==> config.mk <==
export PLATFORM = sky130hd
export DESIGN_NAME = ctrl_pc_flat
export DESIGN_NICKNAME = d
export VERILOG_FILES = /design/src/rtl/ctrl_pc_pkg.sv /design/src/rtl/ctrl_pc_if.sv /design/src/rtl/ctrl_pc_hold_timer.sv /design/src/rtl/ctrl_pc.sv /design/src/flat_wrapper.sv
export SDC_FILE = /design/constraint.sdc
export NUM_CORES = 1
export LEC_CHECK = 0
export CAP_MARGIN = 25
export CORE_MARGIN = 5
export CORE_UTILIZATION = 40
export DETAILED_ROUTE_END_ITERATION = 12
export PLACE_DENSITY = 0.82
export SLEW_MARGIN = 5
export SYNTH_ARGS = -nofsm -noshare
export SYNTH_HDL_FRONTEND = slang
export SYNTH_HIERARCHICAL = 1
export SYNTH_SLANG_ARGS = --single-unit
==> constraint.sdc <==
create_clock -name clk -period 5.9 [get_ports clk]
set_input_delay 1.77 -clock clk [delete_from_list [all_inputs] [get_ports clk]]
set_output_delay 1.77 -clock clk [all_outputs]
set_load 0.05 [all_outputs]
==> src/rtl/ctrl_pc_pkg.sv <==
// rtl/ctrl_pc_pkg.sv - shared core definitions for the PC/pipeline controller
package ctrl_pc_pkg;

    typedef enum logic [1:0] {
        ST_BOOT = 2'd0,
        ST_RUN  = 2'd1,
        ST_HOLD = 2'd2
    } ctrl_state_e;

    localparam logic [31:0] NOP_INSTR = 32'h0000_0013;

    function automatic logic [31:0] word_align(input logic [31:0] addr);
        return {addr[31:2], 2'b00};
    endfunction

endpackage

==> src/rtl/ctrl_pc_if.sv <==
// rtl/ctrl_pc_if.sv - execute/fetch/pipeline-control signal bundle around the PC controller
interface ctrl_pc_if;
    logic        jump_en2ctrl;
    logic [31:0] jump_addr2ctrl;
    logic        hold2ctrl;
    logic        ins_ready;
    logic [31:0] ins_addr;
    logic        ins_req;
    logic        hold_pc;
    logic        hold_if_id;
    logic        hold_id_ex;
    logic        flush_if_id;
    logic        flush_id_ex;
    logic        misalign_err;
    logic        hold_timeout;

    modport master (
        output jump_en2ctrl, jump_addr2ctrl, hold2ctrl, ins_ready,
        input  ins_addr, ins_req, hold_pc, hold_if_id, hold_id_ex,
        input  flush_if_id, flush_id_ex, misalign_err, hold_timeout
    );

    modport slave (
        input  jump_en2ctrl, jump_addr2ctrl, hold2ctrl, ins_ready,
        output ins_addr, ins_req, hold_pc, hold_if_id, hold_id_ex,
        output flush_if_id, flush_id_ex, misalign_err, hold_timeout
    );
endinterface

==> src/rtl/ctrl_pc_hold_timer.sv <==
// rtl/ctrl_pc_hold_timer.sv - consecutive-stall counter with sticky timeout flag
module hold_timer #(
    parameter int unsigned HOLD_LIMIT = 16
) (
    input  logic clk,
    input  logic rst,
    input  logic hold_cycle,
    output logic hold_timeout
);
    localparam int unsigned    CW    = $clog2(HOLD_LIMIT + 1);
    localparam logic [CW-1:0]  LIMIT = CW'(HOLD_LIMIT);

    logic [CW-1:0] cnt_q, cnt_d;
    logic          timeout_q, timeout_d;

    always_comb begin
        cnt_d     = '0;
        timeout_d = timeout_q;
        if (hold_cycle) begin
            cnt_d = (cnt_q == LIMIT) ? cnt_q : cnt_q + CW'(1);
            if (cnt_d == LIMIT) timeout_d = 1'b1;
        end
    end

    always_ff @(posedge clk) begin
        if (rst) begin
            cnt_q     <= '0;
            timeout_q <= 1'b0;
        end else begin
            cnt_q     <= cnt_d;
            timeout_q <= timeout_d;
        end
    end

    assign hold_timeout = timeout_q;
endmodule

==> src/rtl/ctrl_pc.sv <==
// rtl/ctrl_pc.sv - PC sequencing and IF/ID/EX hold/flush control
module ctrl_pc
    import ctrl_pc_pkg::*;
#(
    parameter logic [31:0] BOOT_ADDR   = 32'h0,
    parameter int unsigned BOOT_CYCLES = 2,
    parameter int unsigned HOLD_LIMIT  = 16
) (
    input logic      clk,
    input logic      rst,
    ctrl_pc_if.slave bus
);
    localparam int unsigned BW = (BOOT_CYCLES > 1) ? $clog2(BOOT_CYCLES + 1) : 1;

    ctrl_state_e   state_q, state_d;
    logic [BW-1:0] boot_cnt_q, boot_cnt_d;
    logic [31:0]   pc_q, pc_d;
    logic          misalign_q, misalign_d;

    logic ins_req, hold, flush_if_id, flush_id_ex, hold_cycle;

    always_comb begin
        state_d     = state_q;
        boot_cnt_d  = boot_cnt_q;
        pc_d        = pc_q;
        misalign_d  = misalign_q;
        ins_req     = 1'b0;
        hold        = 1'b0;
        flush_if_id = 1'b0;
        flush_id_ex = 1'b0;
        hold_cycle  = 1'b0;

        case (state_q)
            ST_BOOT: begin
                flush_if_id = 1'b1;
                flush_id_ex = 1'b1;
                pc_d        = BOOT_ADDR;
                if (boot_cnt_q <= BW'(1)) state_d = ST_RUN;
                else                      boot_cnt_d = boot_cnt_q - BW'(1);
            end
            default: begin
                ins_req = 1'b1;
                if (bus.jump_en2ctrl) begin
                    // A jump overrides any concurrent stall request.
                    flush_if_id = 1'b1;
                    flush_id_ex = 1'b1;
                    pc_d        = word_align(bus.jump_addr2ctrl);
                    if (bus.jump_addr2ctrl[1:0] != 2'b00) misalign_d = 1'b1;
                    state_d     = ST_RUN;
                end else if (bus.hold2ctrl) begin
                    hold       = 1'b1;
                    hold_cycle = 1'b1;
                    state_d    = ST_HOLD;
                end else begin
                    state_d = ST_RUN;
                    if (bus.ins_ready) pc_d = pc_q + 32'd4;
                    else               flush_if_id = 1'b1;
                end
            end
        endcase

        // Reset cycles look like boot to the rest of the pipeline.
        if (rst) begin
            ins_req     = 1'b0;
            hold        = 1'b0;
            flush_if_id = 1'b1;
            flush_id_ex = 1'b1;
        end
    end

    always_ff @(posedge clk) begin
        if (rst) begin
            state_q    <= ST_BOOT;
            boot_cnt_q <= BW'(BOOT_CYCLES);
            pc_q       <= BOOT_ADDR;
            misalign_q <= 1'b0;
        end else begin
            state_q    <= state_d;
            boot_cnt_q <= boot_cnt_d;
            pc_q       <= pc_d;
            misalign_q <= misalign_d;
        end
    end

    hold_timer #(.HOLD_LIMIT(HOLD_LIMIT)) u_hold_timer (
        .clk          (clk),
        .rst          (rst),
        .hold_cycle   (hold_cycle),
        .hold_timeout (bus.hold_timeout)
    );

    assign bus.ins_addr     = pc_q;
    assign bus.ins_req      = ins_req;
    assign bus.hold_pc      = hold;
    assign bus.hold_if_id   = hold;
    assign bus.hold_id_ex   = hold;
    assign bus.flush_if_id  = flush_if_id;
    assign bus.flush_id_ex  = flush_id_ex;
    assign bus.misalign_err = misalign_q;
endmodule
==> src/flat_wrapper.sv <==
// flat-port wrapper written by rule: the top's interface ports become plain ports
module ctrl_pc_flat import ctrl_pc_pkg::*;
#(
    parameter logic [31:0] BOOT_ADDR   = 32'h0,
    parameter int unsigned BOOT_CYCLES = 2,
    parameter int unsigned HOLD_LIMIT  = 16
)
  (clk, rst, bus_jump_en2ctrl, bus_jump_addr2ctrl, bus_hold2ctrl, bus_ins_ready, bus_ins_addr, bus_ins_req, bus_hold_pc, bus_hold_if_id, bus_hold_id_ex, bus_flush_if_id, bus_flush_id_ex, bus_misalign_err, bus_hold_timeout);
  ctrl_pc_if bus_i ();
  input logic clk;
  input logic rst;
  input wire logic [$bits(bus_i.jump_en2ctrl)-1:0] bus_jump_en2ctrl;
  input wire logic [$bits(bus_i.jump_addr2ctrl)-1:0] bus_jump_addr2ctrl;
  input wire logic [$bits(bus_i.hold2ctrl)-1:0] bus_hold2ctrl;
  input wire logic [$bits(bus_i.ins_ready)-1:0] bus_ins_ready;
  output wire logic [$bits(bus_i.ins_addr)-1:0] bus_ins_addr;
  output wire logic [$bits(bus_i.ins_req)-1:0] bus_ins_req;
  output wire logic [$bits(bus_i.hold_pc)-1:0] bus_hold_pc;
  output wire logic [$bits(bus_i.hold_if_id)-1:0] bus_hold_if_id;
  output wire logic [$bits(bus_i.hold_id_ex)-1:0] bus_hold_id_ex;
  output wire logic [$bits(bus_i.flush_if_id)-1:0] bus_flush_if_id;
  output wire logic [$bits(bus_i.flush_id_ex)-1:0] bus_flush_id_ex;
  output wire logic [$bits(bus_i.misalign_err)-1:0] bus_misalign_err;
  output wire logic [$bits(bus_i.hold_timeout)-1:0] bus_hold_timeout;
  assign bus_i.jump_en2ctrl = bus_jump_en2ctrl;
  assign bus_i.jump_addr2ctrl = bus_jump_addr2ctrl;
  assign bus_i.hold2ctrl = bus_hold2ctrl;
  assign bus_i.ins_ready = bus_ins_ready;
  assign bus_ins_addr = bus_i.ins_addr;
  assign bus_ins_req = bus_i.ins_req;
  assign bus_hold_pc = bus_i.hold_pc;
  assign bus_hold_if_id = bus_i.hold_if_id;
  assign bus_hold_id_ex = bus_i.hold_id_ex;
  assign bus_flush_if_id = bus_i.flush_if_id;
  assign bus_flush_id_ex = bus_i.flush_id_ex;
  assign bus_misalign_err = bus_i.misalign_err;
  assign bus_hold_timeout = bus_i.hold_timeout;
  ctrl_pc #(.BOOT_ADDR(BOOT_ADDR), .BOOT_CYCLES(BOOT_CYCLES), .HOLD_LIMIT(HOLD_LIMIT)) u_core (.clk(clk), .rst(rst), .bus(bus_i));
endmodule
; ---- Word-level counts from Yosys, hierarchy flattened
; Index checks and enable logic that the tools add are counted.
[classes]
n_addsub = 3
n_lt_le_gt_ge = 1
eq_ne = 4
n_mux = 22
bitwise_logic = 4
reduce_logical = 11
[op_table]
columns = cell, count
row1 = $mux 32, 3
row2 = $add 32x3->32 const B, 1
row3 = $mux 1, 14
row4 = $eq 5x5->1 const B, 2
row5 = $mux 2, 4
row6 = $reduce_and 2->1, 4
row7 = $add 5x1->5 const B, 1
row8 = $mux 5, 1
row9 = $not 1->1, 4
row10 = $reduce_bool 2->1, 2
row11 = $reduce_or 2->1, 2
row12 = $reduce_and 3->1, 1
row13 = $reduce_or 3->1, 1
row14 = $le 2x1->1 const B, 1
row15 = $logic_not 2->1, 1
row16 = $ne 2x1->1 const B, 1
row17 = $ne 2x2->1 const B, 1
row18 = $sub 2x1->2 const B, 1
[totals]
reg_bits = 43
in_bits = 37
out_inout_bits = 40
elab_cells = 52

; ---- Longest topological paths before layout
; Gate-level depths: netlist of run 1.
[depth]
ltp_word = 5
depth_mapped = 7
ltp_nobuf = 6

; ---- By module
; The synthesis of run 1 kept the hierarchy.
[modules_own_cells]
columns = module, instances, cells_each, area_per_inst_um2, seq_area_each_um2
row1 = ctrl_pc, 1, 234, 1968.1, 700.7
row2 = hold_timer, 1, 34, 310.3, 120.1

; ---- Least setup slack after synthesis of run 1
; Ideal clock, no wire load.
[synth_timing]
kind = input port to output port
from = input port rst
to = output port bus_flush_if_id
t_arrival_ns = 3.211
t_required_ns = 4.130
path_slack_ns = 0.919
stages = 5
n_path_buf = 1
cell_sequence = or2_2 clkbuf_1 inv_1 nand2_1 o21bai_1
[synth_between]
elab_chain_len = 1
[synth_rtl]
columns = element, line
row1 = "start, declared", flat_wrapper.sv:11  ; input logic rst;
row2 = $mux 1, ctrl_pc.sv:63  ; if (rst) begin
row3 = "end, declared", flat_wrapper.sv:21  ; output wire logic [$bits(bus_i.flush_if_id)-1:0] bus_flush_if_id;
; No other way between the ends.

; ---- Worst setup path after layout of run 1
[layout_timing]
from = input port rst
to = output port bus_hold_if_id
[layout_between]
elab_chain_len = 1
[layout_rtl]
columns = element, line
row1 = $mux 1, ctrl_pc.sv:63
row2 = "end, declared", flat_wrapper.sv:19  ; output wire logic [$bits(bus_i.hold_if_id)-1:0] bus_hold_if_id;
; No other way between the ends.

==> results of run 1 <==
==> logic make-up after synthesis <==
family	Yosys count
buffers and inverters	27
AND/OR/NAND/NOR	98
other	1
flip-flops	41
AO/OA/AOI/OAI	61
adder cells (fa/ha/maj)	4
XOR/XNOR	33
multiplexers	3
==> area by class of cell <==
cell class              instances  area (um^2)
fillers                       504         2371
multi-input cells             201         1314
flip-flops and latches         41        820.8
repair buffers                 77        798.3
well taps                      72        90.09
clock buffers                   5        68.82
inverters                       7        26.28
clock inverters                 3        17.52
==> state kept, by name, summed over array words and instances, names as in the netlist <==
| name | count |
|---|---|
| u_core/state_q | 2 |
| u_core/bus.ins_addr | 30 |
| u_core/u_hold_timer/hold_timeout | 1 |
| u_core/u_hold_timer/cnt_q | 5 |
| u_core/bus.misalign_err | 1 |
| u_core/boot_cnt_q | 2 |
==> layer usage <==
layer,global-route usage [%],vias up,wire [um]
met5,0,-,0
met1,18.93,1007,2495
met2,27.61,71,2767
met3,4.951,4,444
met4,4.029,0,24
li1,-,1068,-
==> worst max-delay path, stage by stage <==
cell	delay (ns)
clkdlybuf4s50_1	0.49
or2_2	0.41
inv_1	0.11
and3_1	0.35
buf_12	0.18
==> Yosys cell counts (2+ instances only) <==
cell type | count | area share, %
nor4_1 | 5 | 1.4
buf_2 | 6 | 1.3
nand4_1 | 4 | 1.1
mux2i_1 | 3 | 1.3
nor4_2 | 2 | 1.1
nand2_1 | 19 | 3.1
a21oi_1 | 27 | 5.9
and4_1 | 2 | 0.77
inv_1 | 7 | 1.2
and4_4 | 2 | 0.99
nand3_1 | 9 | 2.0
buf_6 | 2 | 0.99
and4bb_2 | 2 | 1.1
and3_1 | 7 | 1.9
and2_1 | 2 | 0.55
dfxtp_1 | 41 | 36
xnor2_1 | 26 | 10
o21bai_1 | 2 | 0.66
nor2b_1 | 2 | 0.55
clkbuf_1 | 6 | 0.99
buf_4 | 5 | 1.6
nor3b_1 | 3 | 0.99
nor2_1 | 20 | 3.3
ha_1 | 4 | 2.2
nor3_1 | 9 | 2.0
xor2_1 | 7 | 2.7
o21ai_0 | 24 | 5.3
==> power groups by stage <==
stage | Clock, uW | Sequential (uW) | Combinational, uW
finish | 178 | 343 | 293
global route | 193 | 348 | 313
CTS | 184 | 343 | 295
detailed placement | 0 | 349 | 293
global placement | 0 | 347 | 286
floorplan | 0 | 419 | 115
==> stage by stage <==
stage	cells	utilization (%)	hold slack (ns)	total power (uW)	setup slack, ns
2_1_floorplan	269	-	0.4685	533.4	0.9186
3_3_place_gp	398	55.37	0.4557	633.5	0.8390
3_5_place_dp	398	55.37	0.4623	642.0	0.8281
4_1_cts	406	56.94	0.4764	821.2	0.8139
5_1_grt	406	56.94	0.4925	854.1	0.7017
6_report	406	56.94	0.4730	813.5	0.8134
==> worst min-delay path by stage <==
stage / end / slack [ns] / cells after the start
global placement: u_core/u_hold_timer/hold_timeout / 0.46 / 1
global route: u_core/u_hold_timer/hold_timeout / 0.49 / 1
CTS: u_core/u_hold_timer/hold_timeout / 0.48 / 1
detailed placement: u_core/u_hold_timer/hold_timeout / 0.46 / 1
finish: u_core/u_hold_timer/hold_timeout / 0.47 / 1
floorplan: u_core/boot_cnt_q[1] / 0.47 / 2
==> flow_summary_export.csv, run 1 <==
group,metric,value,unit
outcome,status,"completed",
place,dp_hpwl,4290,um
sta,clock_skew,0.004016,ns
clock_network,cts_buffer_depth,2,
sta,slew_violations,0,
sta,relSlewSlack,64.28,%
detailed_routing,drt_iter0_markers,91,
global_route,antenna_found_initial,0,
setup_path,critPathKind,"in -> out",
detailed_routing,routed_via_density,5.296,
setup_path,reg2reg_depth,5,
sta,tightest_slew,0.5341,ns
die,pin_count,77,
clock_network,cts_setup_buffers,0,
setup_path,start_kind,"input pin",
die,placementRows,27,
power_and_ir_drop,p_leak,0.001108,uW
clock_network,cts_sinks,41,
sta,finalCritPeriodShare,86.21,%
setup_path,rr_endpoint,"u_core/bus.ins_addr[31]",
worst_hold_path,hold_path.class,"reg -> reg",
synth,synth-edff-count,0,
finish,final_common_cell,"clkdlybuf4s50_1",
finish,nets,374,
setup_path,ff2ff_setup_slack,4.04,ns
setup_path,critPathCaptureType,"output pin",
synth,ys_seq_area_share,36.02,%
synth,synth_fa_ha_area_share,2.197,%
finish,finalInstanceArea,3136,um^2
detailed_routing,dr.pass1.iters,4,
clock_network,cts_tree,"done",
synth,netlist_area,2278,um^2
synth,synth_compound_area_share,15.05,%
finish,layout_common_cells,"clkdlybuf4s50_1, dfxtp_1, a21oi_1, xnor2_1, o21ai_0",
die,die_h,85.47,um
synth,syn_area_per_cell,8.502,um^2
power_and_ir_drop,ir_drop,0.1516,mV
setup_path,arrival,3.32,ns
synth,async_flop_share,0,%
clock_network,cts_made_buffers,5,
finish,insertedDiodeCount,0,
place,placed_area,3049,um^2
synth,synth-xor-area-share,12.69,%
detailed_routing,via_count,2150,
synth,muxShareOfSynthArea,1.318,%
flow_run,max_cap_viol_count,0,
clock_network,cts_max_level,2,
die,core,5507,um^2
clock_network,cts_resized,0,
sta,fmax,0.1966,GHz
die,die_x,85.47,um
finish,syn_to_final_growth,37.62,%
place,port_buffers,74,
synth,synthFlopType,"dfxtp_1",
synth,yosys.area_share.simple,26.08,%
clock_network,clk_latency,0.29,ns
die,start_util,41.38,%
synth,synth.distinct_cells,47,
place,place_congestion,0.8121,
power_and_ir_drop,power.density,259.5,nW/um^2
synth,synth_top_family_by_area,"simple AND/OR/NAND/NOR gates",
setup_path,r2r-start,"u_core/bus.ins_addr[4]",
sta,setup_violations,0,
detailed_routing,wirelength,5732,um
global_route,gr-total-overflow,0,
power_and_ir_drop,internal_power,507.9,uW
synth,ys_seq_elements,41,
clock_network,cts_hold_buf,0,
setup_path,endpoint,"bus_hold_if_id",
sta,rsz0062_at_grt,"no",
sta,fin_crit,5.087,ns
global_route,grt_usage,15.89,%
detailed_routing,drtAntennaViolNets,0,
power_and_ir_drop,pwr-share-clk,21.9,%
setup_path,worstPathMaxFanout,8,
detailed_routing,drc,0,
global_route,grt_pass1_wl,9591,um
worst_hold_path,hp-start,"u_core/u_hold_timer/hold_timeout",
setup_path,crit_required,4.13,ns
power_and_ir_drop,sw_frac_of_total,37.57,%
detailed_routing,wire_per_inst,14.12,um
die,dieArea,7305,um^2
global_route,grt_pass1_vias,2110,
power_and_ir_drop,switchingPower,305.6,uW
finish,drive_gt1_share,9.281,%
clock_network,clkTransAtPathRegs,0.08,ns
synth,syn_inst,268,
setup_path,cp-startpoint,"rst",
synth,yosysWarnings,6,
power_and_ir_drop,p_seq_share,42.2,%
clock_network,cts_root_buffer,"clkbuf_8",
sta,hold_viol_final,0,
global_route,grt_max_degree,49,
sta,setup_tns,0,ns
power_and_ir_drop,comb_power_share,36.0,%
Power figures use the tool's default switching activity.
==> run 2: changes to the inputs <==
Settings changed: SYNTH_HIERARCHICAL 1 to not set.
==> run 2 against run 1 <==
  * Critical path depth rose by 1
  * Final area is 1.6% lower
  * Hold slack worse by 0.0087 ns
  * Synthesized area down 4.3%
  * Combinational power down 1%
  * Setup slack lost 0.18 ns
  * Sequential power up 1%
  * Synthesized cell count down 2.2%
  * Sequential cell count is the same
  * Clock power about the same
  * First-iteration DRC count is 79% higher
  * Power increased by 0.29%
  * Critical endpoint is now bus_hold_pc
  * Highest routed layer unchanged
==> flow_summary_export.csv, run 2 <==
group,metric,value,unit
power_and_ir_drop,pwr-share-clk,22.1,%
sta,rsz0062_at_grt,"no",
power_and_ir_drop,power.density,264.4,nW/um^2
detailed_routing,wirelength,5895,um
clock_network,cts_hold_buf,0,
synth,async_flop_share,0,%
sta,hold_viol_final,0,
global_route,grt_pass1_wl,9528,um
power_and_ir_drop,comb_power_share,35.4,%
detailed_routing,via_count,2123,
finish,final_common_cell,"clkdlybuf4s50_1",
global_route,grt-busiest-layer,"met2",
power_and_ir_drop,internal_power,504.8,uW
global_route,grt_use_met2,27.33,%
detailed_routing,routed_via_density,5.255,
global_route,grt_max_degree,33,
die,die_h,83.84,um
clock_network,cts_max_level,2,
flow_run,max_cap_viol_count,0,
finish,largest_reg_flops,30,
synth,yosysWarnings,0,
sta,fmax,0.1898,GHz
die,placementRows,26,
power_and_ir_drop,ir_drop,0.1605,mV
sta,clock_skew,0.007934,ns
synth,yosysMostFrequentCell,"dfxtp_1",
setup_path,arrival,3.50,ns
clock_network,clk_latency,0.30,ns
outcome,status,"completed",
worst_hold_path,hold_path.class,"reg -> reg",
finish,insertedDiodeCount,0,
synth,synth_common_cells,"dfxtp_1, a21oi_1, xnor2_1, o21ai_0, nand2_1",
clock_network,cts_setup_buffers,0,
clock_network,cts_tree,"done",
sta,finalCritPeriodShare,89.31,%
sta,setup_violations,0,
detailed_routing,drt_iter0_markers,163,
synth,synthFlopType,"dfxtp_1",
place,place_congestion,0.8070,
synth,syn_area_per_cell,8.324,um^2
clock_network,clkTransAtPathRegs,0.07,ns
clock_network,cts_sinks,41,
finish,nets,374,
setup_path,crit_required,4.13,ns
synth,syn_inst,262,
synth,synth-edff-count,0,
die,pin_count,77,
detailed_routing,wire_per_inst,14.59,um
place,dp_hpwl,4601,um
power_and_ir_drop,p_leak,0.001090,uW
detailed_routing,drtAntennaViolNets,0,
sta,setup_tns,0,ns
synth,ys_top_cells_by_area,"dfxtp_1, xnor2_1, a21oi_1",
die,core,5205,um^2
setup_path,worstPathMaxFanout,8,
clock_network,cts_buffer_depth,2,
global_route,grt_pass1_vias,2010,
setup_path,critPathKind,"in -> out",
global_route,grt_use_met3,4.541,%
setup_path,critPathCaptureType,"output pin",
clock_network,cts_made_buffers,5,
global_route,antenna_found_initial,0,
global_route,grt_usage,16.49,%
die,start_util,41.90,%
finish,syn_to_final_growth,41.48,%
synth,synth.distinct_cells,42,
finish,finalInstanceArea,3085,um^2
global_route,met1_usage,21.03,%
sta,fin_hold_ws,0.4643,ns
setup_path,start_kind,"input pin",
clock_network,cts_root_buffer,"clkbuf_8",
place,placed_area,2999,um^2
sta,relSlewSlack,56.33,%
finish,layout_common_cells,"clkdlybuf4s50_1, dfxtp_1, a21oi_1, xnor2_1, o21ai_0",
sta,tightest_slew,0.6500,ns
die,dieArea,7029,um^2
synth,netlist.area_leader.share,37.64,%
clock_network,cts_resized,0,
sta,slew_violations,0,
global_route,gr-total-overflow,0,
place,port_buffers,74,
detailed_routing,dr.pass1.iters,4,
synth,netlist_area,2181,um^2
die,die_x,83.84,um
finish,drive_gt1_share,7.784,%
power_and_ir_drop,p_seq_share,42.5,%
sta,fin_crit,5.269,ns
synth,ys_seq_area_share,37.64,%
power_and_ir_drop,sw_frac_of_total,38.13,%
power_and_ir_drop,switchingPower,311.1,uW
synth,synth_top_area_cell,"dfxtp_1",
synth,ys_seq_elements,41,
detailed_routing,drc,0,
==> run 2: cell types whose count changed in the layout (fill, tap and decap cells not counted), moves of 3 or more <==
cell / delta
a21oi_1: -4
inv_1: +5
xnor2_1: -4
nand4_1: +6
xor2_1: +3
and3_1: -4
nor2_1: -3
nand2b_1: +3
o21ai_0: -3
==> run 2: layout make-up <==
| cell class | count | area [um^2] |
|---|---|---|
| clock buffers | 5 | 68.82 |
| clock inverters | 3 | 17.52 |
| fillers | 459 | 2120 |
| inverters | 12 | 45.04 |
| multi-input cells | 195 | 1240 |
| flip-flops and latches | 41 | 820.8 |
| well taps | 70 | 87.58 |
| repair buffers | 78 | 805.8 |
==> run 2: per-stage QoR <==
stage / cells / utilization, % / worst slack, ns / total power, uW
after floorplan: 263 / - / 0.5150 / 530.9
after global placement: 396 / 57.62 / 0.6502 / 636.5
after detailed placement: 396 / 57.62 / 0.6104 / 641.7
after CTS: 404 / 59.28 / 0.6035 / 820.8
after global routing: 404 / 59.28 / 0.5148 / 856.5
final: 404 / 59.28 / 0.6309 / 815.8
==> run 2: layer usage <==
| metal | vias to the layer above | part of all wire, % | wire [um] |
|---|---|---|---|
| li1 | 1065 | - | - |
| met1 | 969 | 46 | 2694 |
| met2 | 82 | 46 | 2711 |
| met3 | 7 | 7.2 | 423 |
| met4 | 0 | 1.1 | 65 |
| met5 | - | 0 | 0 |
==> run 2: cell families (layout without fill, tap and decap cells) <==
| logic type | after synthesis | count (layout) | synth area share, % |
|---|---|---|---|
| AOI/OAI and AO/OA | 56 | 56 | 14.34 |
| xor gates and xnor gates | 32 | 32 | 12.85 |
| adders and majority gates | 4 | 4 | 2.295 |
| buffers and inverters | 27 | 98 | 5.679 |
| DFF | 41 | 41 | 37.64 |
| muxes | 3 | 3 | 1.377 |
| other | 1 | 2 | 0.1720 |
| and+or+nand+nor | 98 | 98 | 25.65 |
==> run 2: worst max-delay path, stage by stage <==
cell and delay, ns:
clkdlybuf4s50_1 0.49, or2_2 0.41, inv_1 0.10, nand3_1 0.24
inv_1 0.30, buf_12 0.18
==> run 2: power by group through the flow <==
stage                     combinational [uW]  clock [uW]  sequential, uW
final                                    289         180             347
after CTS                                291         184             346
after detailed placement                 289           0             353
after global routing                     309         196             351
after global placement                   286           0             351
after floorplan                          111           0             420
==> run 2: path summary, 6_finish.rpt <==
path / startpoint / endpoint / slack, ns / cells after the start
worst max-delay path: rst / bus_hold_pc / 0.63 / 6
worst min-delay path: u_core.u_hold_timer.hold_timeout / u_core.u_hold_timer.hold_timeout / 0.46 / 2
worst max register to register: u_core.bus.ins_addr[2] / u_core.bus.ins_addr[22] / 3.61 / 6
worst min register to register: u_core.u_hold_timer.hold_timeout / u_core.u_hold_timer.hold_timeout / 0.46 / 2
